`src/rtl/dec_sel_scanner.sv`:
```
// Select-code generator for the 3-to-8 decoder stage: steps {sel_a,sel_b,sel_c}
// through 0..7 with a programmable dwell per code, in single-pass or looping mode.
module dec_sel_scanner #(
    parameter int DWELL_W = 8
) (
    input  logic               clk,
    input  logic               rst_n,
    input  logic               start,
    input  logic               abort,
    input  logic               loop,
    input  logic [DWELL_W-1:0] dwell,
    output logic               sel_a,
    output logic               sel_b,
    output logic               sel_c,
    output logic               sel_valid,
    output logic               busy,
    output logic               done,
    output logic               wrap
);

    localparam logic [1:0] ST_IDLE = 2'd0;
    localparam logic [1:0] ST_RUN  = 2'd1;
    localparam logic [1:0] ST_DONE = 2'd2;

    localparam logic [DWELL_W-1:0] CNT_ZERO = '0;
    localparam logic [DWELL_W-1:0] CNT_ONE  = {{(DWELL_W-1){1'b0}}, 1'b1};

    logic [1:0]         state_q, state_d;
    logic [2:0]         sel_q, sel_d;
    logic [DWELL_W-1:0] cnt_q, cnt_d;
    logic [DWELL_W-1:0] reload_q, reload_d;
    logic               loop_q, loop_d;
    logic               sel_valid_q, sel_valid_d;
    logic               busy_q, busy_d;
    logic               done_q, done_d;
    logic               wrap_q, wrap_d;
    logic [DWELL_W-1:0] dwell_m1;

    // A dwell of 0 behaves as 1, so the reload value saturates at zero.
    assign dwell_m1 = (dwell == CNT_ZERO) ? CNT_ZERO : (dwell - CNT_ONE);

    always_comb begin
        state_d     = state_q;
        sel_d       = sel_q;
        cnt_d       = cnt_q;
        reload_d    = reload_q;
        loop_d      = loop_q;
        sel_valid_d = 1'b0;
        busy_d      = 1'b0;
        done_d      = 1'b0;
        wrap_d      = 1'b0;

        case (state_q)
            ST_IDLE: begin
                if (start && !abort) begin
                    state_d     = ST_RUN;
                    sel_d       = 3'd0;
                    cnt_d       = dwell_m1;
                    reload_d    = dwell_m1;
                    loop_d      = loop;
                    sel_valid_d = 1'b1;
                    busy_d      = 1'b1;
                end
            end

            ST_RUN: begin
                if (abort) begin
                    state_d = ST_IDLE;
                end else begin
                    sel_valid_d = 1'b1;
                    busy_d      = 1'b1;
                    if (cnt_q != CNT_ZERO) begin
                        cnt_d = cnt_q - CNT_ONE;
                    end else if (sel_q != 3'd7) begin
                        sel_d = sel_q + 3'd1;
                        cnt_d = reload_q;
                    end else if (loop_q) begin
                        sel_d  = 3'd0;
                        cnt_d  = reload_q;
                        wrap_d = 1'b1;
                    end else begin
                        state_d     = ST_DONE;
                        sel_valid_d = 1'b0;
                        busy_d      = 1'b0;
                        done_d      = 1'b1;
                    end
                end
            end

            ST_DONE: begin
                state_d = ST_IDLE;
            end

            default: begin
                state_d = ST_IDLE;
            end
        endcase
    end

    always_ff @(posedge clk) begin
        if (!rst_n) begin
            state_q     <= ST_IDLE;
            sel_q       <= 3'd0;
            cnt_q       <= CNT_ZERO;
            reload_q    <= CNT_ZERO;
            loop_q      <= 1'b0;
            sel_valid_q <= 1'b0;
            busy_q      <= 1'b0;
            done_q      <= 1'b0;
            wrap_q      <= 1'b0;
        end else begin
            state_q     <= state_d;
            sel_q       <= sel_d;
            cnt_q       <= cnt_d;
            reload_q    <= reload_d;
            loop_q      <= loop_d;
            sel_valid_q <= sel_valid_d;
            busy_q      <= busy_d;
            done_q      <= done_d;
            wrap_q      <= wrap_d;
        end
    end

    assign sel_a     = sel_q[2];
    assign sel_b     = sel_q[1];
    assign sel_c     = sel_q[0];
    assign sel_valid = sel_valid_q;
    assign busy      = busy_q;
    assign done      = done_q;
    assign wrap      = wrap_q;

endmodule

```
`config.mk`:
```
export PLATFORM = sky130hd
export DESIGN_NAME = dec_sel_scanner
export DESIGN_NICKNAME = d
export VERILOG_FILES = /design/src/rtl/dec_sel_scanner.sv
export SDC_FILE = /design/constraint.sdc
export NUM_CORES = 1
export LEC_CHECK = 0
export ABC_CLOCK_PERIOD_IN_PS = 2800
export CELL_PAD_IN_SITES_DETAIL_PLACEMENT = 1
export CELL_PAD_IN_SITES_GLOBAL_PLACEMENT = 1
export CORE_ASPECT_RATIO = 2
export CORE_MARGIN = 2
export CORE_UTILIZATION = 40
export DETAILED_ROUTE_END_ITERATION = 7
export PLACE_DENSITY = 0.85
export SYNTH_ARGS = -nofsm -noshare
export SYNTH_HDL_FRONTEND = slang
export SYNTH_SLANG_ARGS = --single-unit
```
`constraint.sdc`:
```
create_clock -name clk -period 2.8 [get_ports clk]
set_clock_uncertainty 0.1 [all_clocks]
set_input_delay 0.56 -clock clk [delete_from_list [all_inputs] [get_ports clk]]
set_output_delay 0.56 -clock clk [all_outputs]
set_load 0.02 [all_outputs]
```
Yosys cells after proc, flatten, opt, wreduce, memory -nomap -nowiden
Index checks and enable logic that the tools add are counted.

storage, ports and cells
  register bits after elaboration = 25
  latch bits = 0
  bits in writable memories = 0
  bits in read-only memories = 0
  input bits = 13
  output and inout bits = 7
  word-level logic and storage cells = 60
  memories = 0

operators by class
  add/subtract/negate cells = 3
  multipliers = 0
  divide/modulo/power cells = 0
  $lt $le $gt $ge = 0
  equality and inequality tests = 10
  shift-type cells = 0
  mux-type cells = 26
  bitwise operators = 2
  reductions and logical operators = 11

operators by type and width
  operator                                             number
  two-way mux 8 bit                                    6
  case mux 8 bit (2 select lines)                      1
  subtractor 8 x 1 -> 8 bit, second input constant     2
  two-way mux 3 bit                                    5
  inequality test 3 bit, second input constant         5
  two-way mux 2 bit                                    5
  logical NOT 8 bit                                    1
  AND reduction 4 bit                                  2
  nonzero test 8 bit                                   1
  two-way mux 1 bit                                    6
  inequality test 2 bit, second input constant         3
  case mux 3 bit (2 select lines)                      1
  AND reduction 5 bit                                  1
  OR reduction 5 bit                                   1
  inequality test 4 bit, second input constant         1
  case mux 2 bit (2 select lines)                      1
  adder 3 x 1 -> 3 bit, second input constant          1
  equality test 2 x 1 -> 1 bit, second input constant  1
  logical NOT 2 bit                                    1
  inverter 1 bit                                       2
  case mux 1 bit (2 select lines)                      1
  AND reduction 2 bit                                  1
  nonzero test 2 bit                                   1
  logical AND 1 bit                                    1
  logical NOT 1 bit                                    1

Depth between registers and ports, before layout
  word-level depth = 5
  depth in mapped cells = 8
  depth with buffers taken out = 6

Least setup slack after synthesis
Ideal clock, no wire load.

  path kind = input port to flip-flop
  start = input port dwell[0]
  end = register cnt_q[6]
  library setup time = 88 ps
  data arrival time = 2093 ps
  required time = 2612 ps
  path slack = 519 ps
  cell stages on the path = 6
  path buffers = 0
  cell sequence = inv_1 -> ha_1 -> or4b_2 -> o41ai_1 -> o22ai_1 -> a311oi_2

between the ends
  word-level cells in the longest chain between the ends = 4
  elaborated cells on any way between the ends = 5
  classes of those cells = 1 x add/sub; 3 x mux; 1 x reduce/logical

ends and longest elaborated chain
  item                                                            line  RTL
  start: declaration                                              11    input logic [DWELL_W-1:0] dwell,
  subtractor 8 x 1 -> 8 bit or logical NOT 8 bit (tied branches)  40    assign dwell_m1 = (dwell == CNT_ZERO) ? CNT_ZERO : (dwell - CNT_ONE);
  two-way mux 8 bit *                                             40
  two-way mux 8 bit *                                             55    if (start && !abort) begin
  case mux 8 bit (2 select lines) *                               53    case (state_q)
  end signal: assignment                                          114   cnt_q <= cnt_d;
  end: declaration                                                30    logic [DWELL_W-1:0] cnt_q, cnt_d;

Mark *: on every way between the ends. The rest lies on a longest branch, timed or not. The select of a mux whose other input is x is not followed.
A chain may end at the register's enable or synchronous reset.

Worst setup path after layout
Ends and elaborated chain as after synthesis.

==> results.txt <==
----------------------------------------------------
[Status]
  Result of the run ... finished clean

[Worst setup path]
  Reg2Reg Capture Point ... sel_q[1]$_SDFFE_PN0P_
  Largest stage delay on the critical path ... 0.64 ns
  Count of buffer and inverter cells on the critical path ... 2
  Worst setup path startpoint ... dwell[0]
  Depth of the worst register-to-register path ... 6
  CP Class ... in -> reg
  Cell-by-cell trace of the critical path ... clkdlybuf4s50_1 > inv_1 > ha_1 > or4b_2 > o41ai_1 > o22ai_1 > a311oi_2
  Top delay family on crit path ... compound AO/OA/AOI/OAI gates
  Endpoint type of the worst setup path ... register
  Worst Path Max Fanout ... 3
  Crit Reg-Reg Startpoint ... cnt_q[1]$_SDFFE_PN0P_
  Cell type of the slowest stage on the worst timing path ... or4b_2
  Worst path arrival time ... between 2 and 3 ns
  Required time of the critical path ... between 2 and 3 ns
  Setup slack of the worst register-to-register path ... between 0.4 and 0.5 ns
  Sort of element at the start of the critical path ... primary input

[STA]
  Final period util ... between 90% and 100%
  Final count of hold timing violations ... 0
  Setup slack of the critical path after layout ... approximately 0.19 ns
  Max-slew violation count ... 0
  Maximum clock frequency ... approximately 380 MHz
  Hold Worst Slack ... 0.358 ns
  Setup repair after global routing missed its margin ... false
  Total of endpoints with negative setup slack in the final report ... 0
  Post-layout minimum cycle time ... 2.61 ns
  Transition time of the tightest slew-check pin ... a little under 0.8 ns
  Max_slew headroom ... between 40% and 50%

[Synth]
  Main combinational cell family by area after synthesis ... compound AO/OA/AOI/OAI gates
  Most area-hungry cell type in the Yosys netlist ... dfxtp_1
  Top cell types by occurrence after synthesis ... dfxtp_1, a21oi_1, nand2_1
  Mapped Nets ... roughly 200
  Post-synth cell types ... 42
  Cell area after technology mapping ... ~1500 sq um
  Simple-gate share of the synthesized area ... approximately a quarter
  Top-area cell type share of the netlist area ... approximately a third
  Most frequently used flop master after synthesis ... dfxtp_1
  Adder-cell area share of the yosys netlist ... under 10%
  Post-synthesis sequential area ratio ... approximately 33%
  Mapped Cells ... approximately 180
  Synthesized area per cell ... between 8 and 9 sq um
  Xor-xnor portion of the synthesized cell area ... 3.45%
  Fraction of registers with async set or reset after synthesis ... 0%
  Number of synthesized register bits ... 25
  Yosys warns ... 0
  Largest cells by area after synthesis ... dfxtp_1, a311oi_2, a21oi_1
  Number of flops mapped to enable cells by yosys ... 0
  Cell with the most instances after synthesis ... dfxtp_1
  Multiplexer share of the synthesized area ... less than 1%
  Compound-gate portion of the synthesized area ... between 20% and 30%

[Clocking]
  Clock network latency to the later pin of the worst-skew pair ... between 0.2 and 0.3 ns
  Total number of clock tree sinks ... 25
  CTS buffer count ... 3
  Cts hold-fix bufs ... 0
  Gates resized, CTS repair ... 0
  Post CTS Setup Buffer Count ... 0
  Clock-pin transition on the worst setup and hold timing paths ... about 0.090 ns
  TritonCTS clock tree ... built
  H-tree depth ... 1
  CTS root buffer ... clkbuf_8
  Clock Path Buffers ... 2

[Floorplanning]
  Count of standard-cell rows ... 31
  Vertical extent of the die ... 91.3 microns
  Total die area ... 4350 sq um
  Horizontal die dimension ... roughly 48 microns
  Core Box Area ... 3650 sq um
  I/O Pins ... 20
  Initial core utilization ... roughly two fifths

[Worst hold path]
  Worst min-delay path startpoint ... loop_q$_SDFFE_PN0P_
  WHS Path Cells ... 2
  Endpoint, Worst Hold ... wrap$_SDFF_PP0_
  Worst Hold Class ... reg -> reg

[Layout]
  Count of fill cells added during filler insertion ... around 470
  Area growth, synth to finish ... 27.4%
  Design Area, Final ... ~1900 sq um
  Layout cell share with drive strength beyond 1 ... between 10% and 20%
  Net count of the finished layout ... between 200 and 250
  Antenna diode count ... 0
  Cell Count, Final, Fillers Out ... approximately 260

[Global route]
  First-pass GRT wire length ... around 8600 microns
  Number of global-route vias before repair ... 1811
  Total gr overflow ... 0
  Number of antenna violations at the first check in global routing ... 0
  Largest net degree at the start of global routing ... 21
  Overall fraction of global-route tracks in use ... between 20% and 30%

[Drt]
  First-pass iteration count of the detailed router ... 4
  Post-Route WL ... 5260 microns
  Count of unresolved DRC violations after routing ... 0
  Remaining antenna violation count ... 0
  DRT iter0 DRCs ... 49
  Average routed wire per standard cell ... around 20 microns
  Mean number of vias per cell ... roughly 6.2
  Number of vias in the routed layout ... around 1600

[Flow run]
  Max_cap viols ... 0

[Placement]
  Instance count after placement with tap cells included ... about 260
  Placed wire-length estimate ... between 4000 and 5000 microns
  Setup slack at placement ... -0.00494 ns
  Last weighted congestion value of the routability-driven placer ... ~0.84
  Placed inst area ... about 1900 sq um
  IO Port Bufs ... 19

[Pwr]
  Worst vdd ir ... ~260 uV
  Leakage power figure ... 0.707 nW
  Internal ... 600 uW
  Clk network pwr share ... 24.7%
  Final Total Pwr ... 890 uW
  Sequential cell fraction of total power ... between 40% and 50%
  Net switching share of the total power ... 32.6%
  Power density normalized to cell area ... 458 nW/um^2
  Net switching component of the power ... roughly 290 uW
  Logic pwr share ... between 30% and 40%

----------------------------------------------------
-- metal layers --
layer	global-route usage [%]	part of all wire, %	vias up
li1	-	-	745
met1	24.2	32	793
met2	49.3	58	57
met3	5.57	3.2	28
met4	20.5	6.8	0
met5	0	0	-
-- layout make-up --
type / count / area, sq um / share of cell area, %
clock buffer: 4 / 45.0 / 2.32
sequential: 25 / 500 / 25.8
multi-input combinational: 136 / 946 / 48.7
tap: 49 / 61.3 / 3.16
timing repair buffer: 41 / 368 / 18.9
inverter: 6 / 22.5 / 1.16
-- state kept, by name, indices dropped and copies added (netlist names) --
register  cells
sel_q         3
state_q       2
done          1
wrap          1
reload_q      8
busy          1
cnt_q         8
loop_q        1
-- placed cells by master, fill, tap and decap left out, types with 4 or more instances in the layout --
cell	count
a21oi_1	16
a22oi_1	5
a311oi_2	8
buf_4	21
clkdlybuf4s50_1	19
dfxtp_1	25
ha_1	6
inv_1	6
nand2_1	16
nor2_1	11
nor3_1	5
nor3b_1	5
nor4_1	4
o21ai_0	8
or3_1	4
or4_1	4
-- worst reg2reg max path, stage by stage, from the launching register on --
cell	delay (ns)
dfxtp_1	0.33
inv_1	0.08
ha_1	0.24
nor3b_1	0.33
a41oi_1	0.32
or4b_2	0.70
a21oi_1	0.15
-- cell families (layout without fill, tap and decap cells) --
family / Yosys count / in the layout
adder cells (fa/ha/maj): 6 / 6
XOR/XNOR: 6 / 6
flip-flops: 25 / 25
AO/OA/AOI/OAI: 57 / 57
multiplexers: 1 / 1
AND/OR/NAND/NOR: 66 / 66
buffers and inverters: 17 / 51
-- power by group through the flow --
stage	clock network [mW]	registers, mW	logic [mW]
global route	0.241	0.399	0.298
CTS	0.226	0.396	0.272
finish	0.220	0.397	0.274
floorplan	0	0.400	0.157
global placement	0	0.402	0.250
detailed placement	0	0.404	0.267
-- how the worst max path moves through the flow --
stage / endpoint / slack (ns) / depth (start not counted)
2_1_floorplan: cnt_q[6]$_SDFFE_PN0P_ / 0.52 / 6
3_3_place_gp: cnt_q[6]$_SDFFE_PN0P_ / 0.08 / 7
3_5_place_dp: cnt_q[6]$_SDFFE_PN0P_ / -0.005 / 7
4_1_cts: cnt_q[6]$_SDFFE_PN0P_ / 0.18 / 7
5_1_grt: cnt_q[6]$_SDFFE_PN0P_ / 0.07 / 7
6_report: cnt_q[6]$_SDFFE_PN0P_ / 0.19 / 7
-- per-stage QoR --
step | util [%] | setup TNS, ns
2_1_floorplan | - | 0
3_3_place_gp | 52.1 | 0
3_5_place_dp | 52.1 | -0.00494
4_1_cts | 53.3 | 0
5_1_grt | 53.3 | 0
6_report | 53.3 | 0
(Power assumes the default switching activity.)
